<file path="src/rtl/router_pkt_src_if.sv">
// Packet-source handshake bundle: request, payload load port and router-facing byte stream.
interface router_pkt_src_if;
  logic       start;
  logic [1:0] dest;
  logic [5:0] len;
  logic       pl_valid;
  logic [7:0] pl_data;
  logic       pl_ready;
  logic       busy;
  logic       pkt_valid;
  logic [7:0] data_out;
  logic       tx_active;
  logic       done;
  logic       reject;

  modport master (
    output start, dest, len, pl_valid, pl_data, busy,
    input  pl_ready, pkt_valid, data_out, tx_active, done, reject
  );

  modport slave (
    input  start, dest, len, pl_valid, pl_data, busy,
    output pl_ready, pkt_valid, data_out, tx_active, done, reject
  );
endinterface

</file>
<file path="src/rtl/router_pkt_src.sv">
// Store-and-forward packet source: buffers a payload, then emits header, payload and
// XOR parity to a router that can stall each byte with busy.
module router_pkt_src #(
  parameter int GAP_CYCLES = 3
) (
  input logic            clk,
  input logic            resetn,
  router_pkt_src_if.slave bus
);

  typedef enum logic [2:0] {
    S_IDLE,
    S_LOAD,
    S_HEADER,
    S_PAYLOAD,
    S_PARITY,
    S_GAP
  } state_t;

  localparam logic [3:0] GAP_LAST = 4'(GAP_CYCLES - 1);

  state_t      r_state;
  state_t      w_next;

  logic [5:0]  r_len;
  logic [1:0]  r_dest;
  logic [5:0]  r_wr_cnt;
  logic [5:0]  r_rd_idx;
  logic [3:0]  r_gap;
  logic [7:0]  r_parity;
  logic [7:0]  r_data;
  logic        r_pkt_valid;
  logic        r_tx_active;
  logic        r_done;
  logic        r_reject;
  logic [7:0]  r_buf [64];

  logic [5:0]  w_len;
  logic [1:0]  w_dest;
  logic [5:0]  w_wr_cnt;
  logic [5:0]  w_rd_idx;
  logic [3:0]  w_gap;
  logic [7:0]  w_parity;
  logic [7:0]  w_data;
  logic        w_pkt_valid;
  logic        w_done;
  logic        w_reject;
  logic        w_buf_we;
  logic        w_pl_ready;
  logic        w_accept;
  logic        w_consume;
  logic        w_req_illegal;

  assign w_pl_ready    = (r_state == S_LOAD) && (r_wr_cnt != r_len);
  assign w_accept      = bus.pl_valid && w_pl_ready;
  assign w_consume     = !bus.busy;
  assign w_req_illegal = (bus.dest == 2'd3) || (bus.len == 6'd0);

  always_ff @(posedge clk or negedge resetn) begin
    if (!resetn) begin
      r_state <= S_IDLE;
    end else begin
      r_state <= w_next;
    end
  end

  always_comb begin
    w_next      = r_state;
    w_len       = r_len;
    w_dest      = r_dest;
    w_wr_cnt    = r_wr_cnt;
    w_rd_idx    = r_rd_idx;
    w_gap       = r_gap;
    w_parity    = r_parity;
    w_data      = r_data;
    w_pkt_valid = r_pkt_valid;
    w_done      = 1'b0;
    w_reject    = 1'b0;
    w_buf_we    = 1'b0;

    case (r_state)
      S_IDLE: begin
        if (bus.start) begin
          if (w_req_illegal) begin
            w_reject = 1'b1;
          end else begin
            w_len    = bus.len;
            w_dest   = bus.dest;
            w_wr_cnt = 6'd0;
            w_parity = {bus.len, bus.dest};
            w_next   = S_LOAD;
          end
        end
      end

      S_LOAD: begin
        if (w_accept) begin
          w_buf_we = 1'b1;
          w_parity = r_parity ^ bus.pl_data;
          // Header goes out on the same edge that stores the final payload byte.
          if (r_wr_cnt == r_len - 6'd1) begin
            w_next      = S_HEADER;
            w_data      = {r_len, r_dest};
            w_pkt_valid = 1'b1;
          end else begin
            w_wr_cnt = r_wr_cnt + 6'd1;
          end
        end
      end

      S_HEADER: begin
        if (w_consume) begin
          w_data   = r_buf[0];
          w_rd_idx = 6'd0;
          w_next   = S_PAYLOAD;
        end
      end

      S_PAYLOAD: begin
        if (w_consume) begin
          if (r_rd_idx == r_len - 6'd1) begin
            w_data      = r_parity;
            w_pkt_valid = 1'b0;
            w_next      = S_PARITY;
          end else begin
            w_rd_idx = r_rd_idx + 6'd1;
            w_data   = r_buf[r_rd_idx + 6'd1];
          end
        end
      end

      S_PARITY: begin
        if (w_consume) begin
          w_done = 1'b1;
          w_data = 8'h00;
          w_gap  = GAP_LAST;
          w_next = S_GAP;
        end
      end

      S_GAP: begin
        if (r_gap == 4'd0) begin
          w_next = S_IDLE;
        end else begin
          w_gap = r_gap - 4'd1;
        end
      end

      default: begin
        w_next = S_IDLE;
      end
    endcase
  end

  always_ff @(posedge clk or negedge resetn) begin
    if (!resetn) begin
      r_len       <= 6'd0;
      r_dest      <= 2'd0;
      r_wr_cnt    <= 6'd0;
      r_rd_idx    <= 6'd0;
      r_gap       <= 4'd0;
      r_parity    <= 8'h00;
      r_data      <= 8'h00;
      r_pkt_valid <= 1'b0;
      r_tx_active <= 1'b0;
      r_done      <= 1'b0;
      r_reject    <= 1'b0;
    end else begin
      r_len       <= w_len;
      r_dest      <= w_dest;
      r_wr_cnt    <= w_wr_cnt;
      r_rd_idx    <= w_rd_idx;
      r_gap       <= w_gap;
      r_parity    <= w_parity;
      r_data      <= w_data;
      r_pkt_valid <= w_pkt_valid;
      r_tx_active <= (w_next != S_IDLE);
      r_done      <= w_done;
      r_reject    <= w_reject;
    end
  end

  // Payload store has no reset; stale contents are never read past len-1.
  always_ff @(posedge clk) begin
    if (w_buf_we) begin
      r_buf[r_wr_cnt] <= bus.pl_data;
    end
  end

  assign bus.pl_ready  = w_pl_ready;
  assign bus.pkt_valid = r_pkt_valid;
  assign bus.data_out  = r_data;
  assign bus.tx_active = r_tx_active;
  assign bus.done      = r_done;
  assign bus.reject    = r_reject;

endmodule

</file>
<file path="src/flat_wrapper.sv">
// flat-port wrapper written by rule: the top's interface ports become plain ports
module router_pkt_src_flat 
#(
  parameter int GAP_CYCLES = 3
)
  (clk, resetn, bus_start, bus_dest, bus_len, bus_pl_valid, bus_pl_data, bus_busy, bus_pl_ready, bus_pkt_valid, bus_data_out, bus_tx_active, bus_done, bus_reject);
  router_pkt_src_if bus_i ();
  input logic clk;
  input logic resetn;
  input wire logic [$bits(bus_i.start)-1:0] bus_start;
  input wire logic [$bits(bus_i.dest)-1:0] bus_dest;
  input wire logic [$bits(bus_i.len)-1:0] bus_len;
  input wire logic [$bits(bus_i.pl_valid)-1:0] bus_pl_valid;
  input wire logic [$bits(bus_i.pl_data)-1:0] bus_pl_data;
  input wire logic [$bits(bus_i.busy)-1:0] bus_busy;
  output wire logic [$bits(bus_i.pl_ready)-1:0] bus_pl_ready;
  output wire logic [$bits(bus_i.pkt_valid)-1:0] bus_pkt_valid;
  output wire logic [$bits(bus_i.data_out)-1:0] bus_data_out;
  output wire logic [$bits(bus_i.tx_active)-1:0] bus_tx_active;
  output wire logic [$bits(bus_i.done)-1:0] bus_done;
  output wire logic [$bits(bus_i.reject)-1:0] bus_reject;
  assign bus_i.start = bus_start;
  assign bus_i.dest = bus_dest;
  assign bus_i.len = bus_len;
  assign bus_i.pl_valid = bus_pl_valid;
  assign bus_i.pl_data = bus_pl_data;
  assign bus_i.busy = bus_busy;
  assign bus_pl_ready = bus_i.pl_ready;
  assign bus_pkt_valid = bus_i.pkt_valid;
  assign bus_data_out = bus_i.data_out;
  assign bus_tx_active = bus_i.tx_active;
  assign bus_done = bus_i.done;
  assign bus_reject = bus_i.reject;
  router_pkt_src #(.GAP_CYCLES(GAP_CYCLES)) u_core (.clk(clk), .resetn(resetn), .bus(bus_i));
endmodule
</file>
<file path="config.mk">
export PLATFORM = sky130hd
export DESIGN_NAME = router_pkt_src_flat
export DESIGN_NICKNAME = d
export VERILOG_FILES = /design/src/rtl/router_pkt_src_if.sv /design/src/rtl/router_pkt_src.sv /design/src/flat_wrapper.sv
export SDC_FILE = /design/constraint.sdc
export NUM_CORES = 1
export LEC_CHECK = 0
export CORE_UTILIZATION = 62
export CTS_CLUSTER_DIAMETER = 50
export DETAILED_ROUTE_END_ITERATION = 8
export HOLD_SLACK_MARGIN = 0.03
export PLACE_DENSITY = 0.79
export SLEW_MARGIN = 20
export SYNTH_ARGS = -nofsm -noshare
export SYNTH_HDL_FRONTEND = slang
export SYNTH_SLANG_ARGS = --single-unit
export TNS_END_PERCENT = 10
</file>
<file path="constraint.sdc">
create_clock -name clk -period 3.9 [get_ports clk]
set_input_delay 0.78 -clock clk [delete_from_list [all_inputs] [get_ports clk]]
set_output_delay 0.78 -clock clk [all_outputs]
set_load 0.01 [all_outputs]
</file>
==> summary.md <==
| Metric | Value |
|---|---|
| Outcome | finished with violations |
| Failing checks | design-rule violations |
| Post-synth top flop | edfxtp_1 |
| Leakage | 8.47 nW |
| Crit path kind | reg -> reg |
| PostCTS Resize Cnt | 0 |
| Max stage delay on crit path | 700 ps |
| DR vias/cell | 6.82 |
| Startpoint type of the worst setup path | flop |
| GR peak layer | met2 |
| Hold_ws | 178 ps |
| Crit. End Element | flop |
| Post-synth EDFFs | 512 |
| Sequential power share | 36.6% |
| Delay-heaviest family, CP | compound AO/OA/AOI/OAI gates |
| Combinational family with the most area after synthesis | multiplexers |
| Die Area | 0.0374 mm2 |
| Core outline area | 0.0357 mm2 |
| Count of state elements after synthesis | 559 |
| Clk slew on worst S/H paths | 60 ps |
| Fmax | 0.303 GHz |
| DRC Markers | 5 |
| Place WS | 616 ps |
| RSZ-0062 raised after global routing | no |
| Final period util | 84.5% |
| Clock Latency Late Sink | 600 ps |
| Pre-antenna DRT Iters | 9 |
| Pwr dens | 762 mW/mm2 |
| Row count | 69 |
| Hold Crit Class | in -> async |
| Hold buffers post-CTS | 0 |
| Logic pwr share | 37.8% |
| Min Tclk post-route | 3300 ps |
| Vias | 13000 |
| Clk buf depth | 3 |
| Met2 GRT Util | 46.4% |
| Die height | 193 um |
| Post-route ant nets | 0 |
| Final Max Slew Viols | 0 |
| FF-to-FF Start | u_core.r_rd_idx[2] |
| Sink Count | 559 |
| Worst r2r path cells | 8 |
| PortBufs | 33 |
| First-pass GRT wire length | 81.9 mm |
| Worst IR Drop VDD | 0.552 mV |
| Clock network fraction of design power | 25.6% |
| Avg Synthesized Cell Area | 17.5 um2 |
| Max_cap viols | 0 |
| Most frequent CP cell | a31oi_1 |
| Grt met1 use | 42.9% |
| Post-synthesis instance area | 0.0227 mm2 |
| Total track usage | 29.9% |
| Final GP Congestion | 0.987 |
| DP Wirelength | 33.7 mm |
| Worst Max-Slew Pin Slew | 984 ps |
| Num ports | 34 |
| Die W | 193 um |
| GR Util met3 | 6.35% |
| Post-synth ARST share | 8.41% |
| Highest-delay cell along the critical path | xnor2_2 |
| Design Area, Final | 0.0258 mm2 |
| R2R Path End | u_core.bus.data_out[2] |
| Number of global-route vias before repair | 12900 |
| Largest net degree at the start of global routing | 59 |
| Switching Fraction | 33.6% |
| Root buffer cell | clkbuf_16 |
| ANT cells | 0 |
| Synth Instances | 1298 |
| Detailed Route Iter0 Violations | 1657 |
| Synth Area in Simple Gates | 6.65% |
| R2R Setup Slk | 600 ps |
| NetSw | 6.59 mW |
| Register area share after synthesis | 73.0% |
| Final Hold Vio Count | 0 |
| Post-route setup slack | 604 ps |
| Starting Density | 63.5% |
| Fin nets | 1429 |
| Synth cell types | 59 |
| Commonest non-fill, non-tap cell in the layout | edfxtp_1 |
| Post-Synth Adder-Cell Area | 0.276% |
| GR Overflow Total | 0 |
| Req. time, crit path | 4390 ps |
| CTS tree | yes |
| Setup TNS | 0 ps |
| Final Skew | 25.3 ps |
| WL/cell | 28.2 um |
| Area growth from synthesis to layout | 13.6% |
| Critical path buffer and inverter count | 1 |
| Placement Cell Area | 0.0240 mm2 |
| Mux cell area share after synthesis | 13.3% |
| Syn nets | 1324 |
| Antenna violations before repair | 2 |
| Synth Warn # | 0 |
| # Post-CTS Setup Buffers | 0 |
| Clock H-tree levels | 2 |
| Total power | 19.6 mW |
| Drt total wl | 53.7 mm |
| Crit path DAT | 3790 ps |
| Complex-gate fraction of the synthesized area | 4.32% |
| CP cell instances | nand3_1 -> xnor2_2 -> buf_4 -> nand2_1 -> a31oi_1 -> a31oi_1 -> o31a_1 -> a221oi_1 |
| Post-Synth XOR/XNOR Area | 1.00% |
| Most frequent cells in the layout | 512 x edfxtp_1, 120 x nand2_1, 113 x mux4_2, 101 x nor2_1, 86 x buf_4 |
| CTS Buf Count | 54 |
| Internal power | 13.0 mW |
| Final setup fails | 0 |
| Share of cells above drive strength 1 | 22.1% |
| Worst-path maximum fanout | 25 |
| Slew HR | 34.0% |
==> power by group through the flow <==
| stage | sequential, mW | clock [mW] | combinational [mW] |
|---|---|---|---|
| 3_5_place_dp | 7.29 | 0 | 7.33 |
| 4_1_cts | 7.18 | 5.06 | 7.41 |
| 5_1_grt | 7.21 | 5.29 | 7.88 |
| 2_1_floorplan | 7.08 | 0 | 5.10 |
| 3_3_place_gp | 7.28 | 0 | 7.24 |
| 6_report | 7.19 | 5.02 | 7.42 |
==> synthesized netlist by cell type (11+ instances only) <==
| cell | instances | area, um2 |
|---|---|---|
| edfxtp_1 | 512 | 15400 |
| nand2_1 | 120 | 450 |
| mux4_2 | 113 | 2540 |
| nor2_1 | 101 | 379 |
| clkbuf_1 | 49 | 184 |
| dfrtp_1 | 47 | 1180 |
| nand3_1 | 30 | 150 |
| mux2i_1 | 28 | 280 |
| a31oi_1 | 23 | 144 |
| a21oi_1 | 19 | 95.1 |
| o21ai_0 | 19 | 95.1 |
| a221oi_1 | 16 | 140 |
| mux2_2 | 16 | 180 |
| xnor2_1 | 16 | 140 |
| nor3_1 | 15 | 75.1 |
| o221ai_1 | 14 | 123 |
| or3_1 | 13 | 81.3 |
| buf_1 | 12 | 45.0 |
| o211ai_1 | 11 | 82.6 |
==> per-layer routing <==
metal | up-vias | share of wire, %
met5 | - | 0.052
met4 | 4 | 3.1
met3 | 133 | 11
met2 | 873 | 47
met1 | 6599 | 39
li1 | 5395 | -
==> worst reg2reg max path, cell delays in order (launching register included) <==
cell and delay [ps]:
dfrtp_1 650, nand3_1 300, xnor2_2 710, buf_4 470
nand2_1 140, a31oi_1 260, a31oi_1 120, o31a_1 320
a221oi_1 230
==> sequential cells by signal, summed over array words and instances (netlist names) <==
name / count
u_core.r_buf: 512
u_core.bus.data_out: 8
u_core.r_parity: 8
u_core.r_len: 6
u_core.r_rd_idx: 6
u_core.r_wr_cnt: 6
u_core.r_gap: 4
u_core.r_state: 3
u_core.r_dest: 2
u_core.bus.done: 1
u_core.bus.pkt_valid: 1
u_core.bus.reject: 1
u_core.bus.tx_active: 1
==> worst max path at each step <==
stage	from	endpoint	slack, ps	depth (start not counted)
6_report	u_core.r_rd_idx[2]	u_core.bus.data_out[2]	600	8
5_1_grt	u_core.r_rd_idx[2]	u_core.bus.data_out[2]	440	8
4_1_cts	u_core.r_rd_idx[1]	u_core.bus.data_out[4]	590	8
3_5_place_dp	u_core.r_rd_idx[1]	u_core.bus.data_out[4]	620	8
3_3_place_gp	u_core.r_rd_idx[0]	u_core.bus.data_out[4]	580	8
2_1_floorplan	u_core.r_rd_idx[1]	u_core.bus.data_out[4]	940	8
==> cell type report <==
type | instances | area (um2)
well taps | 461 | 577
repair buffers | 124 | 1050
clock inverters | 29 | 275
clock buffers | 70 | 1430
fillers | 2044 | 9980
inverters | 7 | 26.3
flip-flops and latches | 559 | 16600
multi-input cells | 657 | 5850
==> metrics by stage <==
step,utilization (%),cells
after global placement,67.3,1808
after floorplan,-,1298
after global routing,72.1,1907
final,72.1,1907
after CTS,72.1,1907
after detailed placement,67.3,1808
==> kinds of logic (layout without fill, tap and decap cells) <==
logic type               count (synthesis)  in the layout
flip-flops                             559            559
multiplexers                           157            157
AO/OA/AOI/OAI                          138            138
XOR/XNOR                                26             26
adder cells (fa/ha/maj)                  5              5
buffers and inverters                   82            230
AND/OR/NAND/NOR                        331            331
Note: power is estimated with default switching activity, not from simulation.
